[src/rtl/floor_request_dispatcher.sv]
// rtl/floor_request_dispatcher.sv - SCAN-ordered floor call dispatcher; CALL_CANCEL_EN lets a re-press cancel a lit call
module floor_request_dispatcher #(
  parameter int NUM_FLOORS = 10,
  parameter int FLOOR_W    = 4
) (
  input  logic                  clk,
  input  logic                  reset,
  input  logic [NUM_FLOORS-1:0] call_btn,
  input  logic [FLOOR_W-1:0]    car_floor,
  input  logic                  door_open,
  input  logic                  rescue,
  input  logic                  over_weight,
  output logic [FLOOR_W-1:0]    requested_floor,
  output logic [NUM_FLOORS-1:0] pending,
  output logic                  dir_up,
  output logic                  dir_down,
  output logic                  idle,
  output logic                  call_served,
  output logic [FLOOR_W-1:0]    served_floor
);

  typedef enum logic [1:0] {S_IDLE, S_UP, S_DOWN, S_HOLD} state_t;

  state_t                state_q, state_d;
  logic [NUM_FLOORS-1:0] btn_q, btn_d;
  logic                  door_q, door_d;
  logic [NUM_FLOORS-1:0] pending_q, pending_d;
  logic [FLOOR_W-1:0]    req_q, req_d;
  logic                  dir_up_q, dir_up_d;
  logic                  dir_down_q, dir_down_d;
  logic                  idle_q, idle_d;
  logic                  served_q, served_d;
  logic [FLOOR_W-1:0]    served_floor_q, served_floor_d;

  int                    car_i;
  logic                  pend_at_car, any_above, any_below, any_ge, any_le;
  logic [FLOOR_W-1:0]    lowest_ge, highest_le;
  logic [NUM_FLOORS-1:0] btn_rise, clr_mask;
  logic                  door_rise, freeze;

  // Pending-call search relative to the car; out-of-range car_floor matches no floor.
  always_comb begin
    car_i       = 32'(car_floor);
    pend_at_car = 1'b0;
    any_above   = 1'b0;
    any_below   = 1'b0;
    any_ge      = 1'b0;
    any_le      = 1'b0;
    lowest_ge   = '0;
    highest_le  = '0;
    for (int i = NUM_FLOORS - 1; i >= 0; i--) begin
      if (pending_q[i] && i >= car_i) begin
        any_ge    = 1'b1;
        lowest_ge = FLOOR_W'(i);
      end
    end
    for (int i = 0; i < NUM_FLOORS; i++) begin
      if (pending_q[i] && i <= car_i) begin
        any_le     = 1'b1;
        highest_le = FLOOR_W'(i);
      end
      if (pending_q[i] && i > car_i)  any_above   = 1'b1;
      if (pending_q[i] && i < car_i)  any_below   = 1'b1;
      if (pending_q[i] && i == car_i) pend_at_car = 1'b1;
    end
  end

  always_comb begin
    btn_d     = call_btn;
    door_d    = door_open;
    btn_rise  = call_btn & ~btn_q;
    door_rise = door_open & ~door_q;
    freeze    = rescue | over_weight;
    clr_mask  = '0;
    for (int i = 0; i < NUM_FLOORS; i++) begin
      clr_mask[i] = door_rise && (i == car_i);
    end
`ifdef CALL_CANCEL_EN
    pending_d = (pending_q ^ btn_rise) & ~clr_mask;
`else
    pending_d = (pending_q | btn_rise) & ~clr_mask;
`endif
    served_d       = door_rise && pend_at_car;
    served_floor_d = served_d ? car_floor : served_floor_q;
  end

  always_ff @(posedge clk) begin
    if (!reset) begin
      state_q        <= S_IDLE;
      btn_q          <= '0;
      door_q         <= 1'b0;
      pending_q      <= '0;
      req_q          <= '0;
      dir_up_q       <= 1'b0;
      dir_down_q     <= 1'b0;
      idle_q         <= 1'b1;
      served_q       <= 1'b0;
      served_floor_q <= '0;
    end else begin
      state_q        <= state_d;
      btn_q          <= btn_d;
      door_q         <= door_d;
      pending_q      <= pending_d;
      req_q          <= req_d;
      dir_up_q       <= dir_up_d;
      dir_down_q     <= dir_down_d;
      idle_q         <= idle_d;
      served_q       <= served_d;
      served_floor_q <= served_floor_d;
    end
  end

  always_comb begin
    state_d = state_q;
    if (freeze) begin
      state_d = S_HOLD;
    end else begin
      case (state_q)
        S_IDLE: begin
          if (pend_at_car)    state_d = S_IDLE;
          else if (any_above) state_d = S_UP;
          else if (any_below) state_d = S_DOWN;
        end
        S_UP:    if (!any_ge) state_d = any_below ? S_DOWN : S_IDLE;
        S_DOWN:  if (!any_le) state_d = any_above ? S_UP : S_IDLE;
        default: state_d = S_IDLE;
      endcase
    end
  end

  // Target follows the state being entered; HOLD and the no-call case park at the car.
  always_comb begin
    req_d = car_floor;
    if (!freeze) begin
      case (state_q)
        S_IDLE: begin
          if (!pend_at_car) begin
            if (any_above)      req_d = lowest_ge;
            else if (any_below) req_d = highest_le;
          end
        end
        S_UP: begin
          if (any_ge)         req_d = lowest_ge;
          else if (any_below) req_d = highest_le;
        end
        S_DOWN: begin
          if (any_le)         req_d = highest_le;
          else if (any_above) req_d = lowest_ge;
        end
        default: req_d = car_floor;
      endcase
    end
    dir_up_d   = (state_d == S_UP);
    dir_down_d = (state_d == S_DOWN);
    idle_d     = (state_d == S_IDLE) && (pending_d == '0);
  end

  assign requested_floor = req_q;
  assign pending         = pending_q;
  assign dir_up          = dir_up_q;
  assign dir_down        = dir_down_q;
  assign idle            = idle_q;
  assign call_served     = served_q;
  assign served_floor    = served_floor_q;

endmodule

[config.mk]
export PLATFORM = sky130hd
export DESIGN_NAME = floor_request_dispatcher
export DESIGN_NICKNAME = d
export VERILOG_FILES = /design/src/rtl/floor_request_dispatcher.sv
export SDC_FILE = /design/constraint.sdc
export NUM_CORES = 1
export LEC_CHECK = 0
export CAP_MARGIN = 20
export CELL_PAD_IN_SITES_DETAIL_PLACEMENT = 2
export CELL_PAD_IN_SITES_GLOBAL_PLACEMENT = 2
export CORE_AREA = 2 2 90 92
export CTS_BUF_LIST = sky130_fd_sc_hd__clkbuf_4
export DETAILED_ROUTE_END_ITERATION = 16
export DIE_AREA = 0 0 92 94
export MAX_ROUTING_LAYER = met4
export PLACE_DENSITY = 0.94
export SETUP_SLACK_MARGIN = 0.15
export SYNTH_ARGS = -nofsm -noshare
export SYNTH_HDL_FRONTEND = slang
export SYNTH_SLANG_ARGS = --single-unit
[constraint.sdc]
create_clock -name clk -period 6.7 [get_ports clk]
set_input_delay 0.67 -clock clk [delete_from_list [all_inputs] [get_ports clk]]
set_output_delay 0.67 -clock clk [all_outputs]
set_load 0.005 [all_outputs]
# == After elaboration in Yosys (flattened, before gate mapping) ==
# Index checks and enable logic that the tools add are counted.
# totals
register_bits,35
input_bits,19
output_inout_bits,22
# op_classes
magnitude_cmp,38
n_eq_ne,13
mux,85
n_bitwise,8
n_reduce_logical,65
# op_table
cell,n
$mux 4,25
$logic_and 1x1->1,60
$mux 1,51
$logic_not 32->1,1
$eq 4x4->1 const A,6
$and 10x10->10,2
$not 10->10,2
$ge 3x4->1 const A,4
$gt 3x4->1 const A,4
$le 3x4->1 const A,4
$lt 3x4->1 const A,4
$mux 2,7
$pmux 4 s3,1
$logic_not 10->1,1
$or 10x10->10,1
$eq 3x4->1 const A,2
$ge 1x4->1 const A,2
$ge 2x4->1 const A,2
$ge 4x4->1 const A,2
$gt 2x4->1 const A,2
$gt 4x4->1 const A,2
$le 2x4->1 const A,2
$le 4x4->1 const A,2
$lt 1x4->1 const A,2
other kinds (13),18

# == Depth between registers and ports, before layout ==
# Gate-level depths: netlist of the first run.
# depth
ltp_word,19
ltp_mapped,10
depth_no_buf,7

# == Worst setup path before layout of the first run ==
# OpenSTA, ideal clock, no wires.
# synth_path
path_type,input to register
startpoint,in car_floor[0]
endpoint,reg req_q[0] (netlist: requested_floor[0])
setup_time_ps,136
arrival_time_ps,2456
required_ps,6564
setup_slack_ps,4109
cell_stages,9
path_cell_list,buf_2 > buf_2 > nor2_1 > a21oi_1 > a2111oi_4 > nand2_1 > nor4bb_1 > o41ai_1 > o211ai_1
# synth_via
elab_chain_cells,17
word_cells_on_any_way,171
# synth_lines
item,line_no,text
from (decl),9,"input logic [FLOOR_W-1:0] car_floor,"
$lt 1x4->1,63,if (pending_q[i] && i < car_i) any_below = 1'b1;
$logic_and 1x1->1,63,
$mux 1 (10 in series),63,
$mux 4,"139, 144",
$mux 4,138,if (any_above) req_d = lowest_ge;
$mux 4,137,if (!pend_at_car) begin
$pmux 4 s3,135,case (state_q)
$mux 4 (*),134,if (!freeze) begin
to (signal assigned),104,req_q <= req_d;
to (decl),28,"logic [FLOOR_W-1:0] req_q, req_d;"
# Mark *: on every way between the ends. The rest lies on a longest branch, timed or not.
# A chain may end at the register's enable or synchronous reset.

# == Worst setup path after layout of the first run ==
# layout_path
startpoint,in car_floor[1]
endpoint,reg req_q[2] (netlist: requested_floor[2])
# layout_via
elab_chain_cells,17
word_cells_on_any_way,168
# layout_lines
item,line_no
$lt 1x4->1,63
$logic_and 1x1->1,63
$mux 1 (10 in series),63
$mux 4,"139, 144"
$mux 4,138
$mux 4,137
$pmux 4 s3 (*),135
$mux 4 (*),134
# Marked as above.

==> results.yml, run 1 <==
status:
  status: "finished clean"
clock_network:
  clk_pin_slew_ns: 0.13
  cts_buffers: 5
  holdBufCountCts: 0
  postCtsSetupRepairBufs: 0
  clockRootBuffer: "clkbuf_4"
  cts_max_path_buffers: 2
  htreeDepth: 2
  cts_sinks: 35
  clk_latency_ns: 0.37
  cts_tree: "built"
  cts_resized: 0
final_layout:
  antenna_cells: 0
  postLayoutCoreUtil: 0.394
  fillers: 891
  layout-drive-gt1-share: 0.0730
  synthToLayoutAreaGrowth_pct: 17.9
  fin_nets: 374
place:
  gp_congestion: 0.895
  hpwl_um: 7010
  port_buffers: 40
global_routing:
  grt-ovfl-total: 0
  grt_max_degree: 40
  gr-usage-all-layers: 0.246
  grt_pass1_vias: 3010
  grt_pass1_wl_um: 16200
  antenna_found_initial: 0
drt:
  drtPass1Iterations: 4
  first_iter_violations: 199
  drcViolationCount: 0
  finalWirelength_um: 9850
  ant_nets: 0
  num_vias: 2745
  routedWlPerCell_um: 21.5
  viasPerCell: 5.99
setup_path:
  start_kind: "input pin"
  crit_type: "input pin to register"
  crit_path_start: "car_floor[1]"
  crit_top_cell: "o32ai_1"
  cp_slowest_cell: "or4_1"
  critPathMaxStageDelay_ns: 0.83
  end_kind: "register"
  r2r-start: "pending[9]"
  ff2ff_path_depth: 7
  crit_fanout: 39
  worst_ep_required_time_ns: 6.96
  arrival_ns: 3.60
  path_cells: "clkdlybuf4s50_1 > buf_4 > or2_2 > o32ai_1 > or4_1 > nor3_1 > a32o_1 > a2111oi_2 > o32ai_1"
pwr:
  p_leak_nw: 1.09
  p_per_area_nw_per_um2: 185
  ir_drop_mv: 0.113
sta:
  setup_viol: 0
  drv_slew: 0
  finalClockSkew_ns: 0.0125
  slew_headroom: 0.446
  fin_crit_ns: 3.34
  rsz0062_at_grt: "no"
  fin_crit_sh: 0.498
  clock.fmax_ghz: 0.300
  hold_viol: 0
  setup_tns_ns: 0
  tightest_slew_ns: 0.828
floorplan:
  ios: 41
  rows: 32
  die_w_um: 92
  fp.dieArea_sq_um: 8650
  coreArea_sq_um: 7610
  die_h_um: 94
  start_util: 0.334
synthesis:
  synth_area_sq_um: 2540
  asyncSetResetFlopFracSynth: 0
  ys_ff_latch: 35
  synthTopCellsByArea: "dfxtp_1, nor2_1, a21oi_1"
  ys_types: 65
  synth_edf_count: 0
  syn_nets: 354
  synth_seq_area_share: 0.276
  yosysTopAreaCell: "dfxtp_1"
  netlist_instances: 335
  synth_common_cells: "dfxtp_1, nor2_1, a21oi_1, nand2_1, o21ai_0"
  synth_top_area_share: 0.276
  syn_avg_cell_area_sq_um: 7.58
  synth_ff_type: "dfxtp_1"
  yosysMostFrequentCell: "dfxtp_1"
  yosys_warnings: 0
hold_path:
  hp-class: "register to register"
  hold_start: "served_floor[1]"
  holdPathStages: 2
job:
  drv_cap: 0
[final cells by class]
cell class	instances	area [sq um]	area share
clock buffer	5	37.5	0.0125
clock inverter	3	20.0	0.00669
inverter	12	45.0	0.0150
multi-input combinational	257	1630	0.545
sequential	35	701	0.234
tap	102	128	0.0426
timing repair buffer	44	430	0.144
[stage by stage]
stage / std cells / setup slack (ns) / hold WS (ns) / area [sq um] / power [mW]
2_1_floorplan: 335 / 4.11 / 0.453 / 2540 / 0.361
3_3_place_gp: 450 / 3.21 / 0.452 / 2940 / 0.418
3_5_place_dp: 450 / 3.12 / 0.456 / 2940 / 0.429
4_1_cts: 458 / 3.42 / 0.480 / 2990 / 0.556
5_1_grt: 458 / 3.26 / 0.505 / 2990 / 0.582
6_report: 458 / 3.36 / 0.473 / 2990 / 0.553
[worst max-delay path, delay by kind of cell]
kind | cells | cell delay [ns]
AND/OR/NAND/NOR | 3 | 1.38
buffers and inverters | 2 | 0.81
AO/OA/AOI/OAI | 4 | 0.72
[flip-flops by register name, summed over array words and instances (netlist names)]
name and cells:
btn_q 10, pending 10, requested_floor 4, served_floor 4, state_q 2, call_served 1
dir_down 1, dir_up 1, door_q 1, idle 1
[cells by family after synthesis]
logic type,count (synthesis),synth area share
muxes,6,0.0251
AOI/OAI and AO/OA,121,0.343
buffers and inverters,43,0.0813
and+or+nand+nor,130,0.275
DFF,35,0.276
[final timing paths]
path,endpoint,slack (ns)
max,requested_floor[2],3.36
min,served_floor[1],0.47
max reg2reg,requested_floor[2],3.97
min reg2reg,served_floor[1],0.47
[cells in the final DEF, fill, tap and decap left out, drive strengths merged, types with 5 or more instances in the layout]
master and n:
clkbuf 5, a211oi 5, and2 12, a21o 6, nand2b 7, nor2 34
nand2 22, nand3b 7, o21ai 22, o211a 5, inv 10, nand3 7
dfxtp 35, nor2b 13, o22ai 9, clkdlybuf4s50 40, a21oi 25, nor3 6
o21bai 6
[report_power, final]
group	internal, mW	total (mW)	switching (mW)	leakage [nW]
combinational	0.0797	0.183	0.103	0.776
clock	0.0400	0.123	0.0834	0.0272
sequential	0.222	0.246	0.0244	0.291
[metal layers]
metal,wire length [um],vias up,GRT usage
met2,5070,58,0.433
met4,227,0,0.0833
li1,-,1272,-
met1,4280,1397,0.290
met5,0,-,-
met3,269,18,0.0329
(Power assumes the default switching activity.)
==> run 2: changes to the inputs <==
CORE_AREA = 2 2 97 99   (was 2 2 90 92)
DIE_AREA = 0 0 99 101   (was 0 0 92 94)
PLACE_DENSITY = 0.87   (was 0.94)
clock period = 2.7 ns   (was 6.7 ns; I/O delays follow)
==> results.yml, run 2 (synthesized netlist as in run 1, its figures left out) <==
setup_path:
  path_delay_family: "buffers and inverters"
  crit_buf_inv: 5
  cp_slowest_cell: "clkdlybuf4s50_1"
  arrival_ns: 2.68
  crit_top_cell: "buf_4"
  path_cells: "clkdlybuf4s50_1 > buf_12 > buf_4 > and3_1 > a21oi_1 > o21ai_1 > or3_4 > buf_4 > a211oi_1 > o41ai_1 > buf_4 > o211ai_1"
  ff2ff_path_depth: 6
  worst_ep_required_time_ns: 2.94
  crit_type: "input pin to register"
  end_kind: "register"
  path_depth: 12
  start_kind: "input pin"
  critPathMaxStageDelay_ns: 0.52
  crit_fanout: 24
sta:
  slew_headroom: 0.614
  setup_tns_ns: 0
  clock.fmax_ghz: 0.409
  setup_viol: 0
  drv_slew: 0
  finalClockSkew_ns: 0.0190
  fin_crit_ns: 2.45
  rsz0062_at_grt: "yes"
  tightest_slew_ns: 0.578
  hold_viol: 0
  fin_crit_sh: 0.906
floorplan:
  rows: 35
  fp.dieArea_sq_um: 10000
  ios: 41
  die_h_um: 101
  coreArea_sq_um: 8980
  start_util: 0.283
  die_w_um: 99
job:
  drv_cap: 0
final_layout:
  postLayoutCoreUtil: 0.394
  finalInstanceArea_sq_um: 3540
  antenna_cells: 0
  fin_nets: 433
  layout-drive-gt1-share: 0.227
  synthToLayoutAreaGrowth_pct: 39.2
  layout_common_cells: "buf_4, clkdlybuf4s50_1, nor2_1"
  final_common_cell: "buf_4"
global_routing:
  grt_max_degree: 25
  gr-usage-all-layers: 0.242
  grt-ovfl-total: 0
  antenna_found_initial: 0
  grt_pass1_vias: 3259
  grt_pass1_wl_um: 18300
clock_network:
  cts_buffers: 5
  clk_latency_ns: 0.35
  clk_pin_slew_ns: 0.13
  cts_max_path_buffers: 2
  cts_tree: "built"
  postCtsSetupRepairBufs: 0
  htreeDepth: 2
  cts_sinks: 35
  clockRootBuffer: "clkbuf_4"
pwr:
  ir_drop_mv: 0.323
  p_per_area_nw_per_um2: 428
  p_total_mw: 1.51
  p_leak_nw: 1.41
drt:
  drtPass1Iterations: 4
  first_iter_violations: 140
  finalWirelength_um: 11600
  viasPerCell: 5.60
  ant_nets: 0
  routedWlPerCell_um: 22.0
  num_vias: 2944
  drcViolationCount: 0
status:
  status: "finished clean"
place:
  place_area_sq_um: 3430
  gp_congestion: 0.918
  hpwl_um: 8670
  port_buffers: 40
hold_path:
  holdPathStages: 2
  hp-class: "input pin to register"
[run 2: final timing paths]
path / endpoint / slack [ns] / from
worst min register to register: served_floor[0] / 0.49 / served_floor[0]
worst max-delay path: requested_floor[0] / 0.25 / car_floor[1]
worst max register to register: dir_down / 0.29 / pending[0]
worst min-delay path: btn_q[5] / 0.49 / call_btn[5]
[run 2: area by class of cell]
cell class | count | area (sq um)
fill | 989 | 5440
tap | 111 | 139
timing repair buffer | 103 | 913
inverter | 12 | 48.8
clock buffer | 6 | 45.0
multi-input combinational | 257 | 1670
sequential | 35 | 703
clock inverter | 2 | 12.5
[run 2: routing by layer]
layer	up-vias	track usage	part of all wire
li1	1386	-	-
met1	1471	0.293	0.43
met2	65	0.416	0.52
met3	22	0.0257	0.026
met4	0	0.0896	0.025
met5	-	-	0
[run 2: power by group]
group	internal [mW]	total (mW)	switching [mW]
Combinational	0.293	0.597	0.305
Clock	0.111	0.306	0.196
Sequential	0.551	0.608	0.0575
Total	0.954	1.51	0.558
[run 2: metrics by stage]
step	setup WS, ns	hold WS (ns)	std cells
floorplan	0.468	0.392	335
global placement	-0.207	0.452	518
detailed placement	-0.297	0.476	518
CTS	0.161	0.493	526
global route	0.132	0.507	526
finish	0.253	0.489	526
[run 2: repair_timing]
action	CTS	global route
setup endpoints to repair	6	8
hold buffers	0	0
resized for setup	1	13
pin swaps	0	0
